===== src/rtl/pwm_meter_pkg.sv =====
// Shared constants, state type and counter helper for the PWM period meter.
package pwm_meter_pkg;

  localparam int CNT_W = 32;
  localparam logic [CNT_W-1:0] CNT_MAX = {CNT_W{1'b1}};

  localparam logic [7:0] ADDR_CTRL    = 8'h50;
  localparam logic [7:0] ADDR_STATUS  = 8'h51;
  localparam logic [7:0] ADDR_ZERO0   = 8'h52;
  localparam logic [7:0] ADDR_ZERO1   = 8'h53;
  localparam logic [7:0] ADDR_ZERO2   = 8'h54;
  localparam logic [7:0] ADDR_ZERO3   = 8'h55;
  localparam logic [7:0] ADDR_SIGNAL0 = 8'h56;
  localparam logic [7:0] ADDR_SIGNAL1 = 8'h57;
  localparam logic [7:0] ADDR_SIGNAL2 = 8'h58;
  localparam logic [7:0] ADDR_SIGNAL3 = 8'h59;
  localparam logic [7:0] ADDR_PERIODS = 8'h5A;

  localparam int CTRL_EN   = 0;
  localparam int CTRL_CLR  = 1;
  localparam int CTRL_HOLD = 2;

  localparam int ST_READY  = 0;
  localparam int ST_OVF    = 1;
  localparam int ST_MISSED = 2;

  typedef enum logic [1:0] {IDLE, SYNC, LOW, HIGH} state_t;

  // Counters stick at all-ones instead of wrapping.
  function automatic logic [CNT_W-1:0] sat_inc(input logic [CNT_W-1:0] v);
    return (v == CNT_MAX) ? v : v + CNT_W'(1);
  endfunction

endpackage


===== src/rtl/pwm_meter_sync_edge.sv =====
// Two-flop synchronizer for an asynchronous input, plus rise/fall detection
// against the previous synchronized value.
module sync_edge (
  input  logic clk,
  input  logic res,
  input  logic in,
  output logic level,
  output logic rise,
  output logic fall
);

  logic meta_q, meta_d;
  logic sync_q, sync_d;
  logic prev_q, prev_d;

  always_comb begin
    meta_d = in;
    sync_d = meta_q;
    prev_d = sync_q;
  end

  always_ff @(posedge clk) begin
    if (res) begin
      meta_q <= 1'b0;
      sync_q <= 1'b0;
      prev_q <= 1'b0;
    end else begin
      meta_q <= meta_d;
      sync_q <= sync_d;
      prev_q <= prev_d;
    end
  end

  assign level = sync_q;
  assign rise  = sync_q & ~prev_q;
  assign fall  = ~sync_q & prev_q;

endmodule


===== src/rtl/pwm_meter.sv =====
// PWM period meter: times the low and high phases of a synchronized input
// and publishes each completed period through a byte-wide register file.
module pwm_meter
  import pwm_meter_pkg::*;
#(
  parameter logic [CNT_W-1:0] LOW_INIT = CNT_W'(1)
) (
  input  logic       clk,
  input  logic       res,
  input  logic [7:0] addr,
  input  logic [7:0] data_in,
  input  logic       we,
  output logic [7:0] data_out,
  input  logic       in,
  output logic       done
);

  logic in_level, in_rise, in_fall;

  sync_edge u_sync (
    .clk   (clk),
    .res   (res),
    .in    (in),
    .level (in_level),
    .rise  (in_rise),
    .fall  (in_fall)
  );

  state_t           state_q, state_d;
  logic [CNT_W-1:0] low_cnt_q, low_cnt_d, high_cnt_q, high_cnt_d;
  logic [CNT_W-1:0] zero_q, zero_d, signal_q, signal_d;
  logic [7:0]       periods_q, periods_d, data_out_q, data_out_d;
  logic [2:0]       ctrl_q, ctrl_d, status_q, status_d;
  logic             done_q, done_d;

  logic       wr_ctrl, wr_status, complete, ovf_set;
  logic [2:0] status_set;
  logic       unused_bits;

  assign wr_ctrl     = we && (addr == ADDR_CTRL);
  assign wr_status   = we && (addr == ADDR_STATUS);
  assign unused_bits = ^{data_in[7:3], in_level};

  always_comb begin
    state_d    = state_q;
    low_cnt_d  = low_cnt_q;
    high_cnt_d = high_cnt_q;
    complete   = 1'b0;
    ovf_set    = 1'b0;
    if (!ctrl_q[CTRL_EN]) begin
      state_d    = IDLE;
      low_cnt_d  = '0;
      high_cnt_d = '0;
    end else begin
      case (state_q)
        IDLE: begin
          state_d    = SYNC;
          low_cnt_d  = '0;
          high_cnt_d = '0;
        end
        SYNC: begin
          // A rise here belongs to a period whose start we never saw.
          if (in_fall) begin
            state_d   = LOW;
            low_cnt_d = LOW_INIT;
          end
        end
        LOW: begin
          if (in_rise) begin
            state_d    = HIGH;
            high_cnt_d = CNT_W'(1);
          end else begin
            low_cnt_d = sat_inc(low_cnt_q);
            ovf_set   = (low_cnt_q == CNT_MAX);
          end
        end
        HIGH: begin
          if (in_fall) begin
            state_d    = LOW;
            low_cnt_d  = LOW_INIT;
            high_cnt_d = '0;
            complete   = 1'b1;
          end else begin
            high_cnt_d = sat_inc(high_cnt_q);
            ovf_set    = (high_cnt_q == CNT_MAX);
          end
        end
        default: state_d = IDLE;
      endcase
    end
  end

  always_comb begin
    zero_d     = zero_q;
    signal_d   = signal_q;
    periods_d  = periods_q;
    status_set = 3'b000;
    if (complete) begin
      periods_d = periods_q + 8'd1;
      if (ctrl_q[CTRL_HOLD]) begin
        status_set[ST_MISSED] = 1'b1;
      end else begin
        zero_d               = low_cnt_q;
        signal_d             = high_cnt_q;
        status_set[ST_READY] = 1'b1;
      end
    end
    status_set[ST_OVF] = ovf_set;
    // Write-one-to-clear, but a same-cycle set event wins.
    status_d = (status_q & ~(wr_status ? data_in[2:0] : 3'b000)) | status_set;
    ctrl_d   = ctrl_q;
    done_d   = complete;
    if (wr_ctrl) begin
      ctrl_d = {data_in[CTRL_HOLD], 1'b0, data_in[CTRL_EN]};
      if (data_in[CTRL_CLR]) begin
        zero_d    = '0;
        signal_d  = '0;
        periods_d = '0;
        status_d  = '0;
      end
    end
  end

  always_comb begin
    data_out_d = 8'h00;
    case (addr)
      ADDR_CTRL:    data_out_d = {5'b0, ctrl_q};
      ADDR_STATUS:  data_out_d = {5'b0, status_q};
      ADDR_ZERO0:   data_out_d = zero_q[7:0];
      ADDR_ZERO1:   data_out_d = zero_q[15:8];
      ADDR_ZERO2:   data_out_d = zero_q[23:16];
      ADDR_ZERO3:   data_out_d = zero_q[31:24];
      ADDR_SIGNAL0: data_out_d = signal_q[7:0];
      ADDR_SIGNAL1: data_out_d = signal_q[15:8];
      ADDR_SIGNAL2: data_out_d = signal_q[23:16];
      ADDR_SIGNAL3: data_out_d = signal_q[31:24];
      ADDR_PERIODS: data_out_d = periods_q;
      default:      data_out_d = 8'h00;
    endcase
  end

  always_ff @(posedge clk) begin
    if (res) begin
      state_q    <= IDLE;
      low_cnt_q  <= '0;
      high_cnt_q <= '0;
      zero_q     <= '0;
      signal_q   <= '0;
      periods_q  <= '0;
      ctrl_q     <= '0;
      status_q   <= '0;
      data_out_q <= '0;
      done_q     <= 1'b0;
    end else begin
      state_q    <= state_d;
      low_cnt_q  <= low_cnt_d;
      high_cnt_q <= high_cnt_d;
      zero_q     <= zero_d;
      signal_q   <= signal_d;
      periods_q  <= periods_d;
      ctrl_q     <= ctrl_d;
      status_q   <= status_d;
      data_out_q <= data_out_d;
      done_q     <= done_d;
    end
  end

  assign data_out = data_out_q;
  assign done     = done_q;

endmodule

===== config.mk =====
export PLATFORM = sky130hd
export DESIGN_NAME = pwm_meter
export DESIGN_NICKNAME = d
export VERILOG_FILES = /design/src/rtl/pwm_meter_pkg.sv /design/src/rtl/pwm_meter_sync_edge.sv /design/src/rtl/pwm_meter.sv
export SDC_FILE = /design/constraint.sdc
export NUM_CORES = 1
export LEC_CHECK = 0
export CORE_MARGIN = 3
export CORE_UTILIZATION = 58
export CTS_BUF_LIST = sky130_fd_sc_hd__clkbuf_2 sky130_fd_sc_hd__clkbuf_4 sky130_fd_sc_hd__clkbuf_8
export DETAILED_ROUTE_END_ITERATION = 6
export GPL_TIMING_DRIVEN = 0
export PLACE_DENSITY = 0.77
export SYNTH_ARGS = -nofsm -noshare
export SYNTH_HDL_FRONTEND = slang
export SYNTH_SLANG_ARGS = --single-unit

===== constraint.sdc =====
create_clock -name clk -period 6.3 [get_ports clk]
set_input_delay 1.89 -clock clk [delete_from_list [all_inputs] [get_ports clk]]
set_output_delay 1.89 -clock clk [all_outputs]
set_load 0.02 [all_outputs]

==> flow_summary_export.csv <==
group,metric,value,unit
outcome,outcome,"finished, final reports clean",
synth,synth_xor_area_share,6.006,%
synth,synth_warnings,0,
sta,whs,0.4551,ns
sta,finalHoldViolations,0,
synth,ys_seq_area_share,43.42,%
floorplanning,rows,39,
final_layout,drive_gt1_share,8.606,%
clock_network,clockBufferDepth,2,
synth,ys.flop_type,"dfxtp_1",
floorplanning,die_w,117.0,microns
grt,grt.overflow.total,0,
synth,synthSimpleGateAreaFrac,28.86,%
sta,drv_slew,0,
clock_network,clkTransAtPathRegs,0.08,ns
drt,drc_errors,0,
drt,drt-initial-drc-count,586,
clock_network,cts_made_buffers,17,
floorplanning,fp.dieH,117.0,microns
final_layout,antenna_cells,0,
power_and_ir_drop,total_power,1.907,mW
grt,grt_max_degree,17,
worst_hold_path,hold_class,"flip-flop to flip-flop",
power_and_ir_drop,p_leak,2.688,nW
grt,track_usage,28.10,%
sta,fmax,269.4,MHz
synth,synth-edff-count,0,
placed_design,hpwlAfterDp,13990,microns
clock_network,clockRootBuffer,"clkbuf_8",
final_layout,instances_no_fill,1061,
synth,synth_top_family_by_area,"simple AND/OR/NAND/NOR gates",
clock_network,post_cts_buffers,0,
placed_design,post-place-ws,2.137,ns
placed_design,io_buffer_count,20,
drt,wl,18470,microns
critical_path,crit_fanout,10,
clock_network,ctsHoldBuffers,0,
synth,ys_ff_latch,155,
critical_path,r2r-start,"low_cnt_q[0]",
synth,synth_most_common_cell,"nand2_1",
sta,skew,0.01129,ns
final_layout,fin_area,8006,sq um
critical_path,crit_path_end_kind,"flip-flop",
synth,synth.largest_area_cell,"dfxtp_1",
sta,maxSlewHeadroom,48.58,%
critical_path,crit-reg2reg-capture,"low_cnt_q[15]",
critical_path,startpoint,"addr[7]",
clock_network,cts_tree,"built",
clock_network,h-tree-depth,4,
drt,viasPerCell,6.006,
placed_design,dp.cells,1029,
sta,fin_crit,3.711,ns
final_layout,layout.nets,928,
synth,synthTopCellsByCount,"nand2_1, dfxtp_1, nor2_1",
sta,worst_pin_slew,0.7654,ns
synth,synth_nets,889,
synth,synth_top_area_share,43.42,%
synth,syn_area,7146,sq um
clock_network,cts-resized-gates,0,
grt,grt_pass1_vias,5917,
clock_network,clock_latency,0.47,ns
synth,synthMuxAreaShare,5.393,%
drt,vias,6372,
placed_design,place.gp.congestion,0.9946,
critical_path,cp.arrival,4.04,ns
synth,synth.distinct_cells,59,
synth,async_reset_ff_share,0,%
worst_hold_path,hold_end,"u_sync.level",
drt,first_pass_iters,6,
synth,syn_inst,866,
critical_path,crit_required,6.63,ns
synth,synth_compound_area_share,12.20,%
critical_path,critical_path_class,"input pin to flip-flop",
floorplanning,coreArea,11710,sq um
final_layout,utilization,68.37,%
sta,final.setup.worst_slack,2.589,ns
placed_design,place_area,7525,sq um
sta,setup_viol,0,
grt,grt_pass1_wl,29640,microns
worst_hold_path,holdCritStartpoint,"u_sync.meta_q",
worst_hold_path,hold_path_depth,1,
synth,synth.top_cells.by_area,"dfxtp_1, nand2_1, a21oi_1",
sta,rsz0062_at_grt,"no",
sta,fin_crit_sh,58.91,%
critical_path,worstSetupStartpointType,"input pin",
synth,synth_fa_ha_area_share,0.5253,%
power_and_ir_drop,powerDensity,238.2,nW/um^2
final_layout,syn_to_final_growth,12.05,%
critical_path,r2r_cells,8,
clock_network,clock-sinks,155,
drt,postRouteAntennaNets,0,
sta,fin_tns_setup,0,ns
synth,avgSynthCellArea,8.251,sq um
drt,wl_per_cell,17.41,microns
flow_run,max-cap-violations,0,
floorplanning,initial_core_util,61.01,%
critical_path,rrSetupSlack,3.85,ns
grt,grt_antenna_before_repair,0,
floorplanning,io_pins,29,
floorplanning,die_area,13690,sq um
power_and_ir_drop,ir_drop,0.0001718,V
[worst max-delay path, stage by stage]
cell             delay (ns)
clkdlybuf4s50_1        0.42
and4bb_1               0.35
nand3_1                0.14
nor3_1                 0.43
a21o_1                 0.22
clkbuf_1               0.48
nor2_1                 0.11
[registers in the layout, indices dropped and copies added (netlist names)]
name and count:
signal_q 32, low_cnt_q 32, u_sync.level 1, status_q 3
state_q 2, u_sync.prev_q 1, data_out 8, zero_q 32
high_cnt_q 32, ctrl_q 2, done 1, u_sync.meta_q 1
periods_q 8
[final cells by class]
cell class | count | area [sq um]
inverter | 8 | 30.03
tap | 143 | 178.9
fill | 954 | 3705
buffer | 50 | 226.5
timing repair buffer | 20 | 200.2
sequential | 155 | 3103
clock inverter | 10 | 185.2
clock buffer | 22 | 296.5
multi-input combinational | 653 | 3786
[routing by layer]
layer | up-vias | GRT usage [%] | part of all wire, %
met4 | 0 | 10.93 | 3.1
met2 | 254 | 42.47 | 44
li1 | 3094 | - | -
met5 | - | 0 | 0
met1 | 2977 | 38.54 | 45
met3 | 47 | 7.506 | 7.6
[worst max-delay path by stage]
stage | slack (ns) | cells past startpoint | endpoint
final | 2.59 | 7 | periods_q[2]
after global routing | 2.39 | 7 | periods_q[3]
after CTS | 2.60 | 7 | status_q[0]
after detailed placement | 2.14 | 7 | periods_q[2]
after global placement | 2.17 | 7 | periods_q[4]
after floorplan | 2.93 | 8 | periods_q[5]
[where the power goes]
group          switching, mW  leakage [nW]  internal [mW]
Combinational         0.0254          1.20         0.0166
Clock                  0.366         0.243          0.519
Sequential          0.000457          1.25          0.979
Total                  0.392          2.69           1.51
[cells in the final DEF (no fill, tap or decap), types with 7 or more instances in the layout]
cell,Yosys,routed
nor2b_1,8,8
and3_1,17,17
a21oi_1,93,93
xor2_1,37,37
clkbuf_1,21,21
nor2_1,98,98
and2_1,7,7
clkdlybuf4s50_1,0,20
nand2_1,171,171
nor3_1,14,14
nand3_1,31,31
mux2i_1,16,16
o21ai_0,14,14
dfxtp_1,155,155
xnor2_1,12,12
inv_1,8,8
and4_1,10,10
mux4_2,9,9
buf_2,22,22
or3_1,8,8
nand4_1,34,34
clkbuf_8,0,21
[cell families (layout without fill, tap and decap cells)]
logic type,after synthesis,after routing
adder cells (fa/ha/maj),3,3
buffers and inverters,58,110
AND/OR/NAND/NOR,425,425
multiplexers,27,27
XOR/XNOR,49,49
flip-flops,155,155
AO/OA/AOI/OAI,149,149
No activity file was read; power rests on OpenSTA's default activity.
